## config.mk

```make
export PLATFORM = sky130hd
export DESIGN_NAME = tl45_div32
export DESIGN_NICKNAME = d
export VERILOG_FILES = /design/src/rtl/tl45_div32.sv
export SDC_FILE = /design/constraint.sdc
export NUM_CORES = 1
export LEC_CHECK = 0
export BUFFER_PORTS_ARGS = -buffer_cell sky130_fd_sc_hd__buf_2
export CAP_MARGIN = 20
export CORE_MARGIN = 1.5
export CORE_UTILIZATION = 55
export DETAILED_ROUTE_END_ITERATION = 12
export PLACE_DENSITY = 0.76
export SYNTH_ARGS = -nofsm -noshare
export SYNTH_HDL_FRONTEND = slang
export SYNTH_SLANG_ARGS = --single-unit
```

## constraint.sdc

```tcl
create_clock -name i_clk -period 4.2 [get_ports i_clk]
set_clock_uncertainty 0.15 [all_clocks]
set_input_delay 0.84 -clock i_clk [delete_from_list [all_inputs] [get_ports i_clk]]
set_output_delay 0.84 -clock i_clk [all_outputs]
set_load 0.01 [all_outputs]
```

## src/rtl/tl45_div32.sv

```systemverilog
// Iterative restoring divider: one quotient bit per clock, signed/unsigned, hold-until-ack result.
// Optional early-out for |dividend| < |divisor| is enabled with TL45_DIV_EARLY_OUT_EN.
module tl45_div32 #(
  parameter int WIDTH = 32
) (
  input  logic             i_clk,
  input  logic             i_reset_n,
  input  logic             i_valid,
  output logic             o_ready,
  input  logic             i_signed,
  input  logic [WIDTH-1:0] i_dividend,
  input  logic [WIDTH-1:0] i_divisor,
  output logic             o_valid,
  input  logic             i_ack,
  output logic [WIDTH-1:0] o_quotient,
  output logic [WIDTH-1:0] o_remainder,
  output logic             o_div_by_zero
);

  localparam int CW = $clog2(WIDTH) + 1;

  typedef enum logic [1:0] {IDLE, BUSY, FIXUP, DONE} state_t;

  state_t           state_q, state_d;
  logic [CW-1:0]    count_q, count_d;
  logic [WIDTH-1:0] dvd_q, dvd_d;
  logic [WIDTH-1:0] dvs_q, dvs_d;
  logic [WIDTH-1:0] rem_q, rem_d;
  logic [WIDTH-1:0] quot_q, quot_d;
  logic             signQ_q, signQ_d;
  logic             signR_q, signR_d;
  logic [WIDTH-1:0] outQuot_q, outQuot_d;
  logic [WIDTH-1:0] outRem_q, outRem_d;
  logic             outDbz_q, outDbz_d;

  logic             dvdNeg, dvsNeg;
  logic [WIDTH-1:0] dvdMag, dvsMag;
  logic [WIDTH-1:0] remShift;
  logic [WIDTH:0]   trial;

  assign dvdNeg = i_signed & i_dividend[WIDTH-1];
  assign dvsNeg = i_signed & i_divisor[WIDTH-1];
  assign dvdMag = dvdNeg ? (~i_dividend + 1'b1) : i_dividend;
  assign dvsMag = dvsNeg ? (~i_divisor + 1'b1) : i_divisor;

  // Trial subtraction as add of inverted divisor; the carry-out is "no borrow".
  assign remShift = {rem_q[WIDTH-2:0], dvd_q[WIDTH-1]};
  assign trial    = {1'b0, remShift} + {1'b0, ~dvs_q} + {{WIDTH{1'b0}}, 1'b1};

  assign o_ready       = (state_q == IDLE);
  assign o_valid       = (state_q == DONE);
  assign o_quotient    = outQuot_q;
  assign o_remainder   = outRem_q;
  assign o_div_by_zero = outDbz_q;

  always_ff @(posedge i_clk) begin
    if (!i_reset_n) begin
      state_q   <= IDLE;
      count_q   <= '0;
      dvd_q     <= '0;
      dvs_q     <= '0;
      rem_q     <= '0;
      quot_q    <= '0;
      signQ_q   <= 1'b0;
      signR_q   <= 1'b0;
      outQuot_q <= '0;
      outRem_q  <= '0;
      outDbz_q  <= 1'b0;
    end else begin
      state_q   <= state_d;
      count_q   <= count_d;
      dvd_q     <= dvd_d;
      dvs_q     <= dvs_d;
      rem_q     <= rem_d;
      quot_q    <= quot_d;
      signQ_q   <= signQ_d;
      signR_q   <= signR_d;
      outQuot_q <= outQuot_d;
      outRem_q  <= outRem_d;
      outDbz_q  <= outDbz_d;
    end
  end

  always_comb begin
    state_d   = state_q;
    count_d   = count_q;
    dvd_d     = dvd_q;
    dvs_d     = dvs_q;
    rem_d     = rem_q;
    quot_d    = quot_q;
    signQ_d   = signQ_q;
    signR_d   = signR_q;
    outQuot_d = outQuot_q;
    outRem_d  = outRem_q;
    outDbz_d  = outDbz_q;
    case (state_q)
      IDLE: begin
        if (i_valid) begin
          dvd_d   = dvdMag;
          dvs_d   = dvsMag;
          signQ_d = dvdNeg ^ dvsNeg;
          signR_d = dvdNeg;
          rem_d   = '0;
          quot_d  = '0;
          count_d = '0;
          if (i_divisor == '0) begin
            // Divide-by-zero result is published immediately with the raw dividend.
            outQuot_d = '1;
            outRem_d  = i_dividend;
            outDbz_d  = 1'b1;
            state_d   = DONE;
          end
`ifdef TL45_DIV_EARLY_OUT_EN
          else if (dvdMag < dvsMag) begin
            rem_d   = dvdMag;
            state_d = FIXUP;
          end
`endif
          else begin
            state_d = BUSY;
          end
        end
      end
      BUSY: begin
        dvd_d   = {dvd_q[WIDTH-2:0], 1'b0};
        rem_d   = trial[WIDTH] ? trial[WIDTH-1:0] : remShift;
        quot_d  = {quot_q[WIDTH-2:0], trial[WIDTH]};
        count_d = count_q + 1'b1;
        if (count_q == CW'(WIDTH - 1)) begin
          state_d = FIXUP;
        end
      end
      FIXUP: begin
        outQuot_d = signQ_q ? (~quot_q + 1'b1) : quot_q;
        outRem_d  = signR_q ? (~rem_q + 1'b1) : rem_q;
        outDbz_d  = 1'b0;
        state_d   = DONE;
      end
      DONE: begin
        if (i_ack) begin
          state_d = IDLE;
        end
      end
      default: state_d = IDLE;
    endcase
  end

endmodule
```

======== Word-level counts from Yosys, hierarchy flattened ========
Index checks and enable logic that the tools add are counted.
cells by class
  add/subtract/negate cells ............... 7
  equal/unequal tests ..................... 8
  mux-type cells .......................... 26
  bitwise logic cells ..................... 8
  reduce and logical (&&, ||, !) cells .... 8
operators by type and width
  kind                                            number
  2-to-1 mux 32 bit                               11
  case mux 32 bit (2 select lines)                5
  inverter 32 bit                                 5
  adder 32 x 1 -> 32 bit (second input constant)  4
  adder 32 x 32 -> 33 bit                         1
  adder 33 x 1 -> 33 bit (second input constant)  1
  logical NOT 32 bit                              1
  case mux 6 bit (2 select lines)                 1
  2-to-1 mux 2 bit                                4
  case mux 2 bit (4 select lines)                 1
  adder 6 x 1 -> 6 bit (second input constant)    1
  == test 6 x 5 -> 1 bit (second input constant)  1
  2-to-1 mux 6 bit                                1
  AND reduction 3 bit                             2
  == test 2 bit (second input constant)           2
  != test 2 x 1 -> 1 bit (second input constant)  2
  != test 2 bit (second input constant)           2
  AND reduction 2 bit                             2
  nonzero test 2 bit                              2
  bitwise AND 1 bit                               2
  == test 2 x 1 -> 1 bit (second input constant)  1
  logical NOT 2 bit                               1
  2-to-1 mux 1 bit                                2
  case mux 1 bit (2 select lines)                 1
  bitwise XOR 1 bit                               1
storage, ports and cells
  register bits ........................... 203
  input bits .............................. 69
  output and inout port bits .............. 67
  logic and storage cells ................. 68

======== Logic depth before layout (Yosys ltp) ========
  depth in word-level cells ............... 5
  depth in mapped cells ................... 13
  mapped depth without buffers ............ 12

======== Worst setup path before layout ========
OpenSTA, ideal clock, no wires.
  path kind ............................... flip-flop to flip-flop
  start point ............................. reg dvd_q[31]
  end point ............................... reg rem_q[23]
  library setup time ...................... 0.128 ns
  arrival time ............................ 2.867 ns
  data required time ...................... 3.922 ns
  path slack .............................. 1.055 ns
  stages on the path, launching flop included .. 14
  buffers on the path ..................... 1
  clock period less this slack ............ 3.145 ns
  path through ............................ dfxtp_1 -> inv_1 -> ha_1 -> fa_1 -> nand2b_1 -> a21o_1 -> a21oi_1 -> o211ai_1 -> a211oi_1 -> o221ai_2 -> nand2_2 -> buf_2 -> mux2i_1 -> o21ai_0
on the way
  longest elaborated chain between the ends .. 4
RTL lines
  element                           RTL line  source
  start: declaration                26        logic [WIDTH-1:0] dvd_q, dvd_d;
  start signal: assignment          72        dvd_q <= dvd_d;
  adder 32 x 32 -> 33 bit           48        assign trial = {1'b0, remShift} + {1'b0, ~dvs_q} + {{WIDTH{1'b0}}, 1'b1};
  adder 33 x 1 -> 33 bit            48
  2-to-1 mux 32 bit                 126       rem_d = trial[WIDTH] ? trial[WIDTH-1:0] : remShift;
  case mux 32 bit (2 select lines)  96        case (state_q)
  end signal: assignment            74        rem_q <= rem_d;
  end: declaration                  28        logic [WIDTH-1:0] rem_q, rem_d;
Every way passes these cells.
A chain may end at the register's enable or synchronous reset.

======== Worst setup path after layout ========
  start point ............................. reg dvd_q[31]
  end point ............................... reg rem_q[14]
Same word-level chain as after synthesis.

==> results.sh <==
export IMPL_status="completed"
export IMPL_ys_async_sr_fraction_pct=0
export IMPL_start_util_pct=56.7
export IMPL_port_buffers=135
export IMPL_period_needed_ns=3.72
export IMPL_post_route_period_util_pct=88.6
export IMPL_p_leak_nw=5.69
export IMPL_grt_pass1_vias=10700
export IMPL_core_area_sq_mm=0.0213
export IMPL_p_int_mw=4.39
export IMPL_worstPathArrival_ns=3.94
export IMPL_setup_viol=0
export IMPL_fp_dieW_um=151
export IMPL_dp_hpwl_um=24300
export IMPL_grt_use_total_pct=29.7
export IMPL_hold_class="reg2reg"
export IMPL_synthTopCellsByCount="223 x nand2_1, 203 x dfxtp_1, 126 x a21oi_1"
export IMPL_crit_path_start_kind="flop"
export IMPL_syn_inst=1542
export IMPL_critPathMaxFanout=17
export IMPL_via_count=11600
export IMPL_drive_gt1_share_pct=13.3
export IMPL_cts_buffers=24
export IMPL_syn_to_final_growth_pct=14.2
export IMPL_ys_seq_elements=203
export IMPL_yosys_most_used_dff="dfxtp_1"
export IMPL_synth_top_area_share_pct=33.7
export IMPL_rsz0062_at_grt="false"
export IMPL_ant_nets=0
export IMPL_slowest_stage="dfxtp_1"
export IMPL_cp_required_ns=4.42
export IMPL_dp_cells=1880
export IMPL_whs_ns=0.301
export IMPL_p_sw_share_pct=38.3
export IMPL_root_buffer="clkbuf_16"
export IMPL_rows=53
export IMPL_path_class="reg2reg"
export IMPL_stdcell_count=1925
export IMPL_overflow=0
export IMPL_nets=1744
export IMPL_use_met1_pct=40.4
export IMPL_grt_pass1_wl_um=54900
export IMPL_clkTransAtPathRegs_ns=0.06
export IMPL_drc=0
export IMPL_syn_area_sq_mm=0.0121
export IMPL_irDropWorstVdd_uv=351
export IMPL_setup_tns_ns=0
export IMPL_cap_violations=0
export IMPL_antenna_found_initial=0
export IMPL_routed_wl_um=34200
export IMPL_grt_max_degree=65
export IMPL_max_slew_margin_pct=35.5
export IMPL_fmax_mhz=269
export IMPL_grt_use_met2_pct=48.1
export IMPL_clock_latency_ns=0.53
export IMPL_dieArea_sq_mm=0.0228
export IMPL_clock_sinks=203
export IMPL_syn_nets=1654
export IMPL_htree_levels=1
export IMPL_num_antenna_cells=0
export IMPL_ctsHoldBuffers=0
export IMPL_p_seq_share_pct=34.0
export IMPL_syn_avg_cell_area_sq_um=7.82
export IMPL_power_share_clock_pct=29.8
export IMPL_worst_pin_slew_ns=0.967
export IMPL_yosysSeqAreaShare_pct=33.7
export IMPL_drt_initial_drc_count=852
export IMPL_synth_top_cell_by_area="dfxtp_1"
export IMPL_critPathCaptureType="flop"
export IMPL_grt_most_used_layer="met2"
export IMPL_tritoncts="built"
export IMPL_combPwrFrac_pct=36.2
export IMPL_p_switching_mw=2.72
export IMPL_cts_buffer_depth=3
export IMPL_hold_violations=0
export IMPL_max_stage_delay_ns=0.39
export IMPL_synth_most_common_cell="nand2_1"
export IMPL_yosysUniqueCellTypes=60
export IMPL_grtUsageMet3_pct=4.61
export IMPL_cellPowerDensity_mw_per_mm2=517
export IMPL_fin_util_pct=64.7
export IMPL_finalMaxSlewViolations=0
export IMPL_synth_warnings=0
export IMPL_cts_setup_buffers=0
export IMPL_first_pass_iters=5
export IMPL_routedWlPerCell_um=17.7
export IMPL_viasPerCell=6.00
export IMPL_worstPathCellList="inv_1 -> ha_1 -> fa_1 -> nand2b_1 -> a21o_1 -> a21oi_1 -> o211ai_1 -> a211oi_1 -> o221ai_2 -> nand2_2 -> buf_4 -> mux2i_1 -> o21ai_0"
export IMPL_ios=136
export IMPL_ctsResizeCount=0
export IMPL_die_h_um=151
export IMPL_synth_edf_count=0
export IMPL_gp_congestion=0.915
export IMPL_yosys_top_cells_area="dfxtp_1 34%, nand2_1 6.9%, xnor2_1 5.3%"
## cell type report
| class | instances | area, sq um |
|---|---|---|
| inverters | 56 | 211 |
| repair buffers | 159 | 876 |
| well taps | 275 | 344 |
| multi-input cells | 1188 | 7460 |
| flip-flops and latches | 203 | 4060 |
| fillers | 1887 | 7510 |
| clock buffers | 35 | 732 |
| clock inverters | 9 | 86.3 |
## logic make-up after synthesis
family	Yosys count	share of synthesized area, %
AOI/OAI and AO/OA	498	26.7
and+or+nand+nor	480	17.9
DFF	203	33.7
buffers and inverters	151	4.75
xor gates and xnor gates	143	10.4
adders and majority gates	43	4.52
muxes	24	1.99
## metal layers
metal	share of wire (%)	up-vias
met3	6.8	70
met2	45	384
met4	3.0	0
met5	0	-
li1	-	5695
met1	45	5401
## path summary, 6_finish.rpt
| path | start | cells past startpoint | to | slack (ns) |
|---|---|---|---|---|
| worst max register to register | dvd_q[31] | 13 | rem_q[14] | 0.48 |
| worst min-delay path | dvd_q[7] | 2 | dvd_q[7] | 0.30 |
| worst max-delay path | dvd_q[31] | 13 | rem_q[14] | 0.48 |
| worst min register to register | dvd_q[7] | 2 | dvd_q[7] | 0.30 |
## metrics by stage
stage / worst slack [ns] / area (sq um) / power [mW]
2_1_floorplan: 1.05 / 12100 / 4.28
3_3_place_gp: 0.592 / 12900 / 4.92
3_5_place_dp: 0.512 / 12900 / 4.98
4_1_cts: 0.513 / 13700 / 7.10
5_1_grt: 0.300 / 13800 / 7.53
6_report: 0.478 / 13800 / 7.12
## placed cells by master (no fill, tap or decap), types with 10 or more instances in the layout
cell type	netlist	routed
xnor2_1	73	73
dfxtp_1	203	203
o41ai_1	15	15
nor4_1	13	13
a311oi_1	16	16
xor2_1	70	70
nand2_1	223	223
o211a_1	18	18
o211ai_1	12	12
o21ai_0	123	123
o31ai_1	28	28
nand3_1	28	28
nand2b_1	10	10
a22oi_1	64	64
or4_1	14	14
a21o_1	22	22
and2_1	19	18
a21oi_1	126	126
buf_4	0	23
a211oi_1	15	15
clkbuf_16	0	24
nor3_1	23	22
a31oi_1	17	17
inv_1	55	54
nor2b_1	11	11
ha_1	42	41
nor2_1	106	104
buf_2	5	135
mux2i_1	24	24
## state kept, by name (all words and copies together), names as in the netlist
register,count
count_q,6
dvd_q,32
dvs_q,32
o_div_by_zero,1
o_quotient,32
o_remainder,32
quot_q,32
rem_q,32
signQ_q,1
signR_q,1
state_q,2
## worst max-delay path: cells and delay by family, from the launching register on
family	cells	cell delay, ns
AOI/OAI and AO/OA	6	1.44
adders and majority gates	2	0.61
buffers and inverters	2	0.40
DFF	1	0.39
and+or+nand+nor	2	0.33
muxes	1	0.23
## power by group through the flow
stage | registers [mW] | logic, mW | clock network, mW
finish | 2.42 | 2.58 | 2.12
global route | 2.45 | 2.86 | 2.22
CTS | 2.42 | 2.53 | 2.15
detailed placement | 2.46 | 2.52 | 0
global placement | 2.45 | 2.47 | 0
floorplan | 2.44 | 1.84 | 0
No activity file was read; power rests on OpenSTA's default activity.
